--- config.mk ---
export PLATFORM = sky130hd
export DESIGN_NAME = wb_write_scheduler_flat
export DESIGN_NICKNAME = d
export VERILOG_FILES = /design/src/rtl/wb_write_scheduler_if.sv /design/src/rtl/wb_write_scheduler.sv /design/src/flat_wrapper.sv
export SDC_FILE = /design/constraint.sdc
export NUM_CORES = 1
export LEC_CHECK = 0
export ABC_CLOCK_PERIOD_IN_PS = 2600
export CAP_MARGIN = 20
export CELL_PAD_IN_SITES_DETAIL_PLACEMENT = 2
export CELL_PAD_IN_SITES_GLOBAL_PLACEMENT = 2
export CORE_ASPECT_RATIO = 2
export CORE_MARGIN = 2
export CORE_UTILIZATION = 35
export DETAILED_ROUTE_END_ITERATION = 7
export DONT_BUFFER_PORTS = 1
export PLACE_DENSITY = 0.83
export SETUP_SLACK_MARGIN = 0.1
export SYNTH_ARGS = -nofsm -noshare
export SYNTH_HDL_FRONTEND = slang
export SYNTH_SLANG_ARGS = --single-unit
--- constraint.sdc ---
create_clock -name clk -period 2.6 [get_ports clk]
set_input_delay 0.26 -clock clk [delete_from_list [all_inputs] [get_ports clk]]
set_output_delay 0.26 -clock clk [all_outputs]
set_load 0.05 [all_outputs]
--- src/rtl/wb_write_scheduler_if.sv ---
// Write-back stage to register-file scheduler bus: pipeline write-back inputs,
// register-file write port, forwarding lookup and halt status.
interface wb_write_scheduler_if;
    logic        w_valid;
    logic [3:0]  w_stat;
    logic [3:0]  w_dstE;
    logic [3:0]  w_dstM;
    logic [63:0] w_valE;
    logic [63:0] w_valM;
    logic        wb_stall;
    logic        rf_we;
    logic [3:0]  rf_waddr;
    logic [63:0] rf_wdata;
    logic [3:0]  fwd_addr;
    logic        fwd_hit;
    logic [63:0] fwd_data;
    logic        halted;
    logic [3:0]  cpu_stat;

    modport master (
        output w_valid, w_stat, w_dstE, w_dstM, w_valE, w_valM, fwd_addr,
        input  wb_stall, rf_we, rf_waddr, rf_wdata, fwd_hit, fwd_data, halted, cpu_stat
    );

    modport slave (
        input  w_valid, w_stat, w_dstE, w_dstM, w_valE, w_valM, fwd_addr,
        output wb_stall, rf_we, rf_waddr, rf_wdata, fwd_hit, fwd_data, halted, cpu_stat
    );
endinterface

--- src/rtl/wb_write_scheduler.sv ---
// Queues up to two register writes per retiring instruction and drains one per cycle,
// then sequences halt. Define WB_SCHED_FWD_EN to build the forwarding lookup.
module wb_write_scheduler #(
    parameter int unsigned DEPTH = 4,
    parameter logic [3:0]  RNONE = 4'hF,
    parameter logic [3:0]  SAOK  = 4'h1
) (
    input logic                 clk,
    input logic                 rst_n,
    wb_write_scheduler_if.slave bus
);

    localparam int unsigned AW = $clog2(DEPTH);
    localparam int unsigned CW = AW + 1;

    typedef enum logic [1:0] {StRun, StDrain, StHalted} state_e;

    state_e        state_q, state_d;
    logic [CW-1:0] count_q, count_d;
    logic [AW-1:0] wr_ptr_q, wr_ptr_d;
    logic [AW-1:0] rd_ptr_q, rd_ptr_d;
    logic [3:0]    cpu_stat_q, cpu_stat_d;
    logic [3:0]    addr_q [DEPTH];
    logic [3:0]    addr_d [DEPTH];
    logic [63:0]   data_q [DEPTH];
    logic [63:0]   data_d [DEPTH];

    logic pop, stall, take, push_e, push_m;

    always_comb begin
        pop    = (count_q != '0);
        // Stall ignores the same-cycle pop so a dual push can never overflow.
        stall  = (state_q != StRun) || (count_q > CW'(DEPTH - 2));
        take   = (state_q == StRun) && bus.w_valid && !stall;
        push_e = take && (bus.w_stat == SAOK) && (bus.w_dstE != RNONE);
        push_m = take && (bus.w_stat == SAOK) && (bus.w_dstM != RNONE);

        addr_d   = addr_q;
        data_d   = data_q;
        wr_ptr_d = wr_ptr_q;
        if (push_e) begin
            addr_d[wr_ptr_d] = bus.w_dstE;
            data_d[wr_ptr_d] = bus.w_valE;
            wr_ptr_d         = wr_ptr_d + AW'(1);
        end
        if (push_m) begin
            addr_d[wr_ptr_d] = bus.w_dstM;
            data_d[wr_ptr_d] = bus.w_valM;
            wr_ptr_d         = wr_ptr_d + AW'(1);
        end
        rd_ptr_d = pop ? rd_ptr_q + AW'(1) : rd_ptr_q;
        count_d  = count_q + CW'(push_e) + CW'(push_m) - CW'(pop);

        state_d    = state_q;
        cpu_stat_d = cpu_stat_q;
        case (state_q)
            StRun: begin
                if (take && (bus.w_stat != SAOK)) begin
                    state_d    = StDrain;
                    cpu_stat_d = bus.w_stat;
                end
            end
            StDrain: begin
                if (count_q <= CW'(1)) state_d = StHalted;
            end
            default: ;
        endcase
    end

    always_ff @(posedge clk) begin
        if (!rst_n) begin
            state_q    <= StRun;
            count_q    <= '0;
            wr_ptr_q   <= '0;
            rd_ptr_q   <= '0;
            cpu_stat_q <= SAOK;
            addr_q     <= '{default: '0};
            data_q     <= '{default: '0};
        end else begin
            state_q    <= state_d;
            count_q    <= count_d;
            wr_ptr_q   <= wr_ptr_d;
            rd_ptr_q   <= rd_ptr_d;
            cpu_stat_q <= cpu_stat_d;
            addr_q     <= addr_d;
            data_q     <= data_d;
        end
    end

    assign bus.wb_stall = stall;
    assign bus.rf_we    = pop;
    assign bus.rf_waddr = pop ? addr_q[rd_ptr_q] : RNONE;
    assign bus.rf_wdata = pop ? data_q[rd_ptr_q] : 64'h0;
    assign bus.halted   = (state_q == StHalted);
    assign bus.cpu_stat = cpu_stat_q;

`ifdef WB_SCHED_FWD_EN
    logic [AW-1:0] fwd_idx;

    // Scan oldest to youngest so the last match (youngest) wins.
    always_comb begin
        bus.fwd_hit  = 1'b0;
        bus.fwd_data = 64'h0;
        fwd_idx      = '0;
        for (int unsigned i = 0; i < DEPTH; i++) begin
            fwd_idx = rd_ptr_q + AW'(i);
            if ((CW'(i) < count_q) && (bus.fwd_addr != RNONE) &&
                (addr_q[fwd_idx] == bus.fwd_addr)) begin
                bus.fwd_hit  = 1'b1;
                bus.fwd_data = data_q[fwd_idx];
            end
        end
    end
`else
    logic unused_fwd_addr;
    assign unused_fwd_addr = ^bus.fwd_addr;
    assign bus.fwd_hit     = 1'b0;
    assign bus.fwd_data    = 64'h0;
`endif

endmodule

--- src/flat_wrapper.sv ---
// flat-port wrapper written by rule: the top's interface ports become plain ports
module wb_write_scheduler_flat 
#(
    parameter int unsigned DEPTH = 4,
    parameter logic [3:0]  RNONE = 4'hF,
    parameter logic [3:0]  SAOK  = 4'h1
)
  (clk, rst_n, bus_w_valid, bus_w_stat, bus_w_dstE, bus_w_dstM, bus_w_valE, bus_w_valM, bus_fwd_addr, bus_wb_stall, bus_rf_we, bus_rf_waddr, bus_rf_wdata, bus_fwd_hit, bus_fwd_data, bus_halted, bus_cpu_stat);
  wb_write_scheduler_if bus_i ();
  input logic clk;
  input logic rst_n;
  input wire logic [$bits(bus_i.w_valid)-1:0] bus_w_valid;
  input wire logic [$bits(bus_i.w_stat)-1:0] bus_w_stat;
  input wire logic [$bits(bus_i.w_dstE)-1:0] bus_w_dstE;
  input wire logic [$bits(bus_i.w_dstM)-1:0] bus_w_dstM;
  input wire logic [$bits(bus_i.w_valE)-1:0] bus_w_valE;
  input wire logic [$bits(bus_i.w_valM)-1:0] bus_w_valM;
  input wire logic [$bits(bus_i.fwd_addr)-1:0] bus_fwd_addr;
  output wire logic [$bits(bus_i.wb_stall)-1:0] bus_wb_stall;
  output wire logic [$bits(bus_i.rf_we)-1:0] bus_rf_we;
  output wire logic [$bits(bus_i.rf_waddr)-1:0] bus_rf_waddr;
  output wire logic [$bits(bus_i.rf_wdata)-1:0] bus_rf_wdata;
  output wire logic [$bits(bus_i.fwd_hit)-1:0] bus_fwd_hit;
  output wire logic [$bits(bus_i.fwd_data)-1:0] bus_fwd_data;
  output wire logic [$bits(bus_i.halted)-1:0] bus_halted;
  output wire logic [$bits(bus_i.cpu_stat)-1:0] bus_cpu_stat;
  assign bus_i.w_valid = bus_w_valid;
  assign bus_i.w_stat = bus_w_stat;
  assign bus_i.w_dstE = bus_w_dstE;
  assign bus_i.w_dstM = bus_w_dstM;
  assign bus_i.w_valE = bus_w_valE;
  assign bus_i.w_valM = bus_w_valM;
  assign bus_i.fwd_addr = bus_fwd_addr;
  assign bus_wb_stall = bus_i.wb_stall;
  assign bus_rf_we = bus_i.rf_we;
  assign bus_rf_waddr = bus_i.rf_waddr;
  assign bus_rf_wdata = bus_i.rf_wdata;
  assign bus_fwd_hit = bus_i.fwd_hit;
  assign bus_fwd_data = bus_i.fwd_data;
  assign bus_halted = bus_i.halted;
  assign bus_cpu_stat = bus_i.cpu_stat;
  wb_write_scheduler #(.DEPTH(DEPTH), .RNONE(RNONE), .SAOK(SAOK)) u_core (.clk(clk), .rst_n(rst_n), .bus(bus_i));
endmodule
# --- Word level (Yosys, flattened, before mapping) ---
# Cells that the tools add are included.
totals:
  out_inout_bits: 140
  in_bits: 147
  elab_cells: 82
  ff_bits: 285
op_classes:
  add_sub_neg: 6
  n_reduce_logical: 16
  eq_ne: 8
  muxes: 29
  magnitude_cmp: 7
  bitwise_logic: 3
op_table:
  columns: ["op", "count"]
  rows:
  - ["$bwmux 256", 2]
  - ["$mux 256", 2]
  - ["$mux 64", 5]
  - ["$demux 64 s2", 2]
  - ["$bmux 64 s2", 1]
  - ["$bwmux 16", 2]
  - ["$mux 16", 2]
  - ["$mux 4", 5]
  - ["$demux 4 s2", 2]
  - ["$ge 3x3->1 const B", 3]
  - ["$not 2->3", 3]
  - ["$bmux 4 s2", 1]
  - ["$logic_and 1x1->1", 8]
  - ["$mux 2", 4]
  - ["$ne 4x4->1 const B", 2]
  - ["$add 2x1->2 const B", 3]
  - ["$add 3x1->3", 2]
  - ["$lt 3x1->1 const B", 2]
  - ["$eq 4x1->1 const B", 1]
  - ["$ne 4x1->1 const B", 1]
  - ["$pmux 2 s2", 1]
  - ["$reduce_bool 2->1", 2]
  - ["$gt 3x2->1 const B", 1]
  - ["$le 3x1->1 const B", 1]
  - ["11 further kinds", 11]

# --- Logic depth before layout (Yosys ltp) ---
depth:
  word_depth: 14
  depth_mapped: 13
  mapped_depth_nobuf: 10

# --- Worst setup path after synthesis ---
# OpenSTA, ideal clock, no wires.
synth_timing:
  kind: "register -> register"
  start: "register u_core.count_q[1]"
  end: "register u_core.count_q[1]"
  stages_incl_launch_ff: 11
  synth_period_minus_slack_ns: 2.678
  path_buffers: 2
  setup_ns: 0.115
  arrival_ns: 2.563
  slack_ns: -0.078
  cell_sequence: "dfxtp_1 nor3b_1 o211a_1 buf_4 buf_4 nand2_1 ha_1 fa_1 inv_1 fa_1 and2_1"
synth_between:
  elab_chain_cells: 9
  elab_cells_between_ends: 11
synth_rtl:
  columns: ["element", "line", "source"]
  rows:
  - ["start, declared", "wb_write_scheduler.sv:19", "logic [CW-1:0] count_q, count_d;"]
  - ["start signal, assigned", "wb_write_scheduler.sv:81", "count_q <= count_d;"]
  - ["$gt 3x2->1", "wb_write_scheduler.sv:33", "stall = (state_q != StRun) || (count_q > CW'(DEPTH - 2));"]
  - ["$logic_or 1x1->1", "wb_write_scheduler.sv:33", null]
  - ["$logic_not 1->1", "wb_write_scheduler.sv:34", "take = (state_q == StRun) && bus.w_valid && !stall;"]
  - ["$logic_and 1x1->1", "wb_write_scheduler.sv:34", null]
  - ["$logic_and 1x1->1", "wb_write_scheduler.sv:35, wb_write_scheduler.sv:36", null]
  - ["$logic_and 1x1->1", "wb_write_scheduler.sv:35", "push_e = take && (bus.w_stat == SAOK) && (bus.w_dstE != RNONE);"]
  - ["$add 3x1->3 (2 in series)", "wb_write_scheduler.sv:52", "count_d = count_q + CW'(push_e) + CW'(push_m) - CW'(pop);"]
  - ["$sub 3x1->3 (*)", "wb_write_scheduler.sv:52", null]
  - ["via u_core.count_d[1]", "wb_write_scheduler.sv:19", null]
# Mark *: on every way through the listed nets, which the timed path passes. The rest lies on a longest branch.
# A chain may end at the register's enable or synchronous reset.

# --- Worst setup path after layout ---
layout_timing:
  start: "register u_core.rd_ptr_q[0]"
  end: "output port bus_rf_wdata[48]"
layout_between:
  elab_chain_cells: 5
layout_rtl:
  columns: ["element", "line", "source"]
  rows:
  - ["start, declared", "wb_write_scheduler.sv:21", "logic [AW-1:0] rd_ptr_q, rd_ptr_d;"]
  - ["start signal, assigned", "wb_write_scheduler.sv:83", "rd_ptr_q <= rd_ptr_d;"]
  - ["$not 2->3 (implied by the code)", "wb_write_scheduler.sv:93", "assign bus.rf_wdata = pop ? data_q[rd_ptr_q] : 64'h0;"]
  - ["$bmux 64 s2", "wb_write_scheduler.sv:93", null]
  - ["$mux 64 (implied by the code) (2 in series)", "wb_write_scheduler.sv:93", null]
  - ["$mux 64", "wb_write_scheduler.sv:93", null]
  - ["end, declared", "flat_wrapper.sv:22", "output wire logic [$bits(bus_i.rf_wdata)-1:0] bus_rf_wdata;"]
# Every way passes these cells. The select of a mux whose other input is x is not followed.

==> results.md <==
- The final critical-path setup slack is 0.137 ns.
- The worst clock skew is 0.0124 ns.
- In the synthesized netlist, the number of instances is 2023.
- For this block, the routed nets add up to 84.2 mm of wire.
- Setup repair after global routing could not meet its margin everywhere.
- The register-to-register setup slack is 0.17 ns.
- The congestion estimate from routability-driven global placement came to 0.781.
- The worst setup path is captured at an output port.
- The depth of the worst hold-timing path is 2.
- The worst hold path belongs to the class input pin to flop.
- The count of H-tree levels built during CTS is 1.
- The count of placed standard cells including taps is 2440.
- The die width is 161 um.
- The floorplan step defined a core boundary enclosing 0.0485 sq mm.
- In this run the remaining antenna-violating nets after routing total 0.
- The first global-routing pass estimated 126 mm of wire.
- The Yosys step of the flow raised 0 warnings.
- The cell with the most instances after synthesis is o21ai_0.
- The total overflow left after global routing is 0.
- The pin count of the biggest net entering global routing is 290.
- In the final routed layout, each cell accounts on average for 32.0 um.
- The number of cells in the finished layout apart from fillers is 2631.
- After synthesis, the cell types taking the most area are dfxtp_1 33%, o31ai_1 12%, o21ai_0 9.5%, mux4_2 8.9%, a31oi_1 7.5%.
- The measured slew at the worst slew-check pin is 1.46 ns.
- Buffers placed on the I/O ports in this run total 0.
- Using the TritonRoute via totals, the vias-per-cell ratio works out to 7.03.
- The net switching power figure is 0.00483 W.
- The number of enable flip-flop cells after synthesis is 0.
- The path with the worst hold slack has its endpoint at u_core.data_q[48].
- The die covers 0.0510 sq mm.
- Along the worst path, the maximum fanout reaches 10.
- The count of standard-cell rows is 114.
- After detailed routing, the number of remaining DRC violations is 0.
- Measured along the y axis, the die boundary spans 317 um.
- dfxtp_1 takes more of the synthesized area than any other cell.
- The final number of hold-violating endpoints is 153.
- The first routing iteration left 1533 violations.
- The sequential fraction of the synthesis area is 0.332.
- The root buffer cell is clkbuf_16.
- The number of slew-limit violations in the final report is 0.
- Of the total power, the share spent switching nets is 0.361.
- Headroom to the max-slew limit came out at 0.0279.
- The HPWL after detailed placement is 45.1 mm.
- The clock latency on the worst-skew pair is 0.60 ns.
- Of the available clock period, the critical path in the final layout requires 0.947.
- The post-synthesis average cell area is 8.50 sq um.
- Data on the critical path is required at its endpoint by 2.34 ns.
- The worst setup path is of the flop to output port kind.
- Counting instances in the post-synthesis netlist gives the leading cell types as 328 x o21ai_0, 285 x dfxtp_1, 273 x o31ai_1, 206 x clkbuf_1.
- The worst register-to-register path begins at u_core.count_q[1].
- By instance count, the cell type seen most on the critical path is buf_12.
- Across every metal layer, demand over resource in global routing totals 0.315.
- The share of post-route cells with drive strength above 1 is 0.142.
- Of the total power, the clock network draws 0.346.
- Setup violations remaining at the end of the flow were counted as 0.
- The sink count of the clock tree is 285.
- The clock tree from TritonCTS is done.
- At the placement stage, the worst setup path has a slack of -0.00259 ns.
- The sequential group share of total power is 0.351.
- The most common flop cell mapped by yosys is dfxtp_1.
- The via count of the first global-routing pass was 20.4k.
- The flow ran to the end, but the final reports show violations.
- The clock transition at the register clock pins on the worst setup and hold paths after CTS is 0.07 ns.
- The number of antenna violations at the first check in global routing came to 7.
- For this design, the slowest cell found on the critical path is mux4_2.
- The number of detailed-routing iterations run before antenna repair is 5.
- The total number of vias is 18.5k.
- Final hold analysis gives a worst-case slack of -0.156 ns.
- The synthesis-to-finish area growth is 17.9%.
- The number of maximum-capacitance violations is 0.
- Walking the worst path, the cells encountered are buf_12, buf_12, mux4_2, and2_2.
- For this design the top-level I/O count stands at 287.
- The minimum clock period after layout is 2.46 ns.
- For this run, the slowest stage of the critical path takes 0.58 ns.
- The cell-internal power is 0.00854 W.
- The synthesized area is 0.0172 sq mm.
- For the worst setup path, the data arrival time is 2.20 ns.
- Of the total power, combinational logic draws 0.302.
- STA classifies the critical path startpoint as a flop.
- The worst vdd rail ir drop is 463 uV.
- The source of the worst hold timing path is bus_w_valE[48].
- For the worst flop-to-flop path, the logic depth is 10.
- The peak clock frequency supported by timing is 406 MHz.
- For this design the ratio of total power to cell area is 659 mW/mm^2.
- The total leakage power is 6.45 nW.
- For this run, asynchronously set or reset flops after synthesis account for 0.
- Yosys mapped the design onto 43 distinct sky130hd cell types.
- The number of storage elements in the synthesis netlist is 285.
- The initial utilization of the core area, before any placement, comes to 0.354.
- The number of nets in the finished design is 2125.
- The top cell type's share of synthesized area is 0.332.
- The checks that failed: hold timing.
- The capture point of the worst reg-to-reg path is u_core.addr_q[13].
- The aggregate negative setup slack is 0 ns.
- Clock tree synthesis inserted a total of 30 buffers.
- The maximum count of clock buffers along a single path is 3.
-- kinds of logic after synthesis --
| logic type | count (synthesis) | share of synthesized area |
|---|---|---|
| compound gates | 900 | 0.319 |
| xor+xnor | 5 | 0.00255 |
| fa+ha+maj | 13 | 0.0103 |
| buf+inv | 368 | 0.109 |
| flops | 285 | 0.332 |
| mux | 69 | 0.0897 |
| other cells | 1 | 0.000218 |
| simple gates | 382 | 0.138 |
-- per-stage QoR --
stage	total power (W)	utilization	hold WS [ns]	area [sq um]
final	0.0134	0.418	-0.156	20300
after global routing	0.0137	0.418	-0.157	20300
after CTS	0.0133	0.413	-0.220	20000
after detailed placement	0.00819	0.366	0.408	17700
after global placement	0.00805	0.366	0.397	17700
after floorplan	0.00714	-	0.402	17500
-- metal layers --
| layer | wire [um] | track usage | vias to the layer above |
|---|---|---|---|
| met1 | 31200 | 0.352 | 9599 |
| li1 | - | - | 7690 |
| met2 | 42900 | 0.556 | 923 |
| met5 | 27 | 0 | - |
| met3 | 5340 | 0.0494 | 274 |
| met4 | 4730 | 0.196 | 4 |
-- flip-flops by register name (all words and copies together), names as in the netlist --
| register | count |
|---|---|
| u_core.addr_q | 16 |
| u_core.bus.cpu_stat | 4 |
| u_core.count_q | 3 |
| u_core.data_q | 256 |
| u_core.rd_ptr_q | 2 |
| u_core.state_q | 2 |
| u_core.wr_ptr_q | 2 |
-- worst max path at each step --
| stage | endpoint | depth (start not counted) | slack [ns] | startpoint |
|---|---|---|---|---|
| after detailed placement | u_core.addr_q[11] | 10 | -0.003 | u_core.count_q[1] |
| final | bus_rf_wdata[48] | 4 | 0.14 | u_core.rd_ptr_q[0] |
| after global placement | u_core.count_q[1] | 7 | 0.08 | u_core.count_q[0] |
| after CTS | bus_rf_wdata[53] | 4 | 0.03 | u_core.count_q[0] |
| after floorplan | u_core.data_q[171] | 13 | 0.11 | u_core.count_q[1] |
| after global routing | bus_rf_wdata[29] | 5 | 0.09 | u_core.rd_ptr_q[0] |
-- cell type report --
class                           instances  area (sq um)
Fill cell                            5252         28200
Clock inverter                          6          61.3
Inverter                               11          42.5
Sequential cell                       285          5720
Tap cell                              638           798
Antenna cell                            6          15.0
Multi-Input combinational cell       1434         10200
Clock buffer                           48           940
Timing Repair Buffer                  203          2510
-- critical path, delay by kind of cell, from the launching register on --
| kind | cells | cell delay (ns) |
|---|---|---|
| mux | 1 | 0.58 |
| flops | 1 | 0.36 |
| simple gates | 1 | 0.33 |
| buf+inv | 2 | 0.32 |
-- cells in the final DEF (no fill, tap or decap), types with 4 or more instances in the layout --
cell type	n
a21oi_1	69
a31oi_1	205
and2_1	44
and2_2	19
and2_4	6
and3_1	68
buf_12	48
buf_4	35
clkbuf_1	7
clkbuf_16	33
clkbuf_8	10
clkinv_2	4
conb_1	65
dfxtp_1	279
dfxtp_4	4
diode_2	6
dlygate4sd3_1	113
ha_2	4
ha_4	6
inv_1	8
mux4_2	68
nand2_1	10
nand2_4	8
nand4_1	205
nor2_1	4
o21ai_0	326
o21ai_1	15
o31ai_1	266
o31ai_2	7
-- repair_timing --
item | CTS | global route
hold endpoints to repair | 285 | 276
hold buffers | 110 | 3
setup endpoints to repair | 164 | 267
setup buffers | 12 | 3
pin swaps | 0 | 7
gates cloned | 1 | 2
gates resized for setup | 18 | 49
-- power groups by stage --
stage / Sequential, W / Clock (W) / Combinational, W
2_1_floorplan: 0.00468 / 0 / 0.00246
3_3_place_gp: 0.00488 / 0 / 0.00317
3_5_place_dp: 0.00489 / 0 / 0.00330
4_1_cts: 0.00467 / 0.00467 / 0.00393
5_1_grt: 0.00471 / 0.00482 / 0.00421
6_report: 0.00470 / 0.00463 / 0.00404
(Power assumes the default switching activity.)
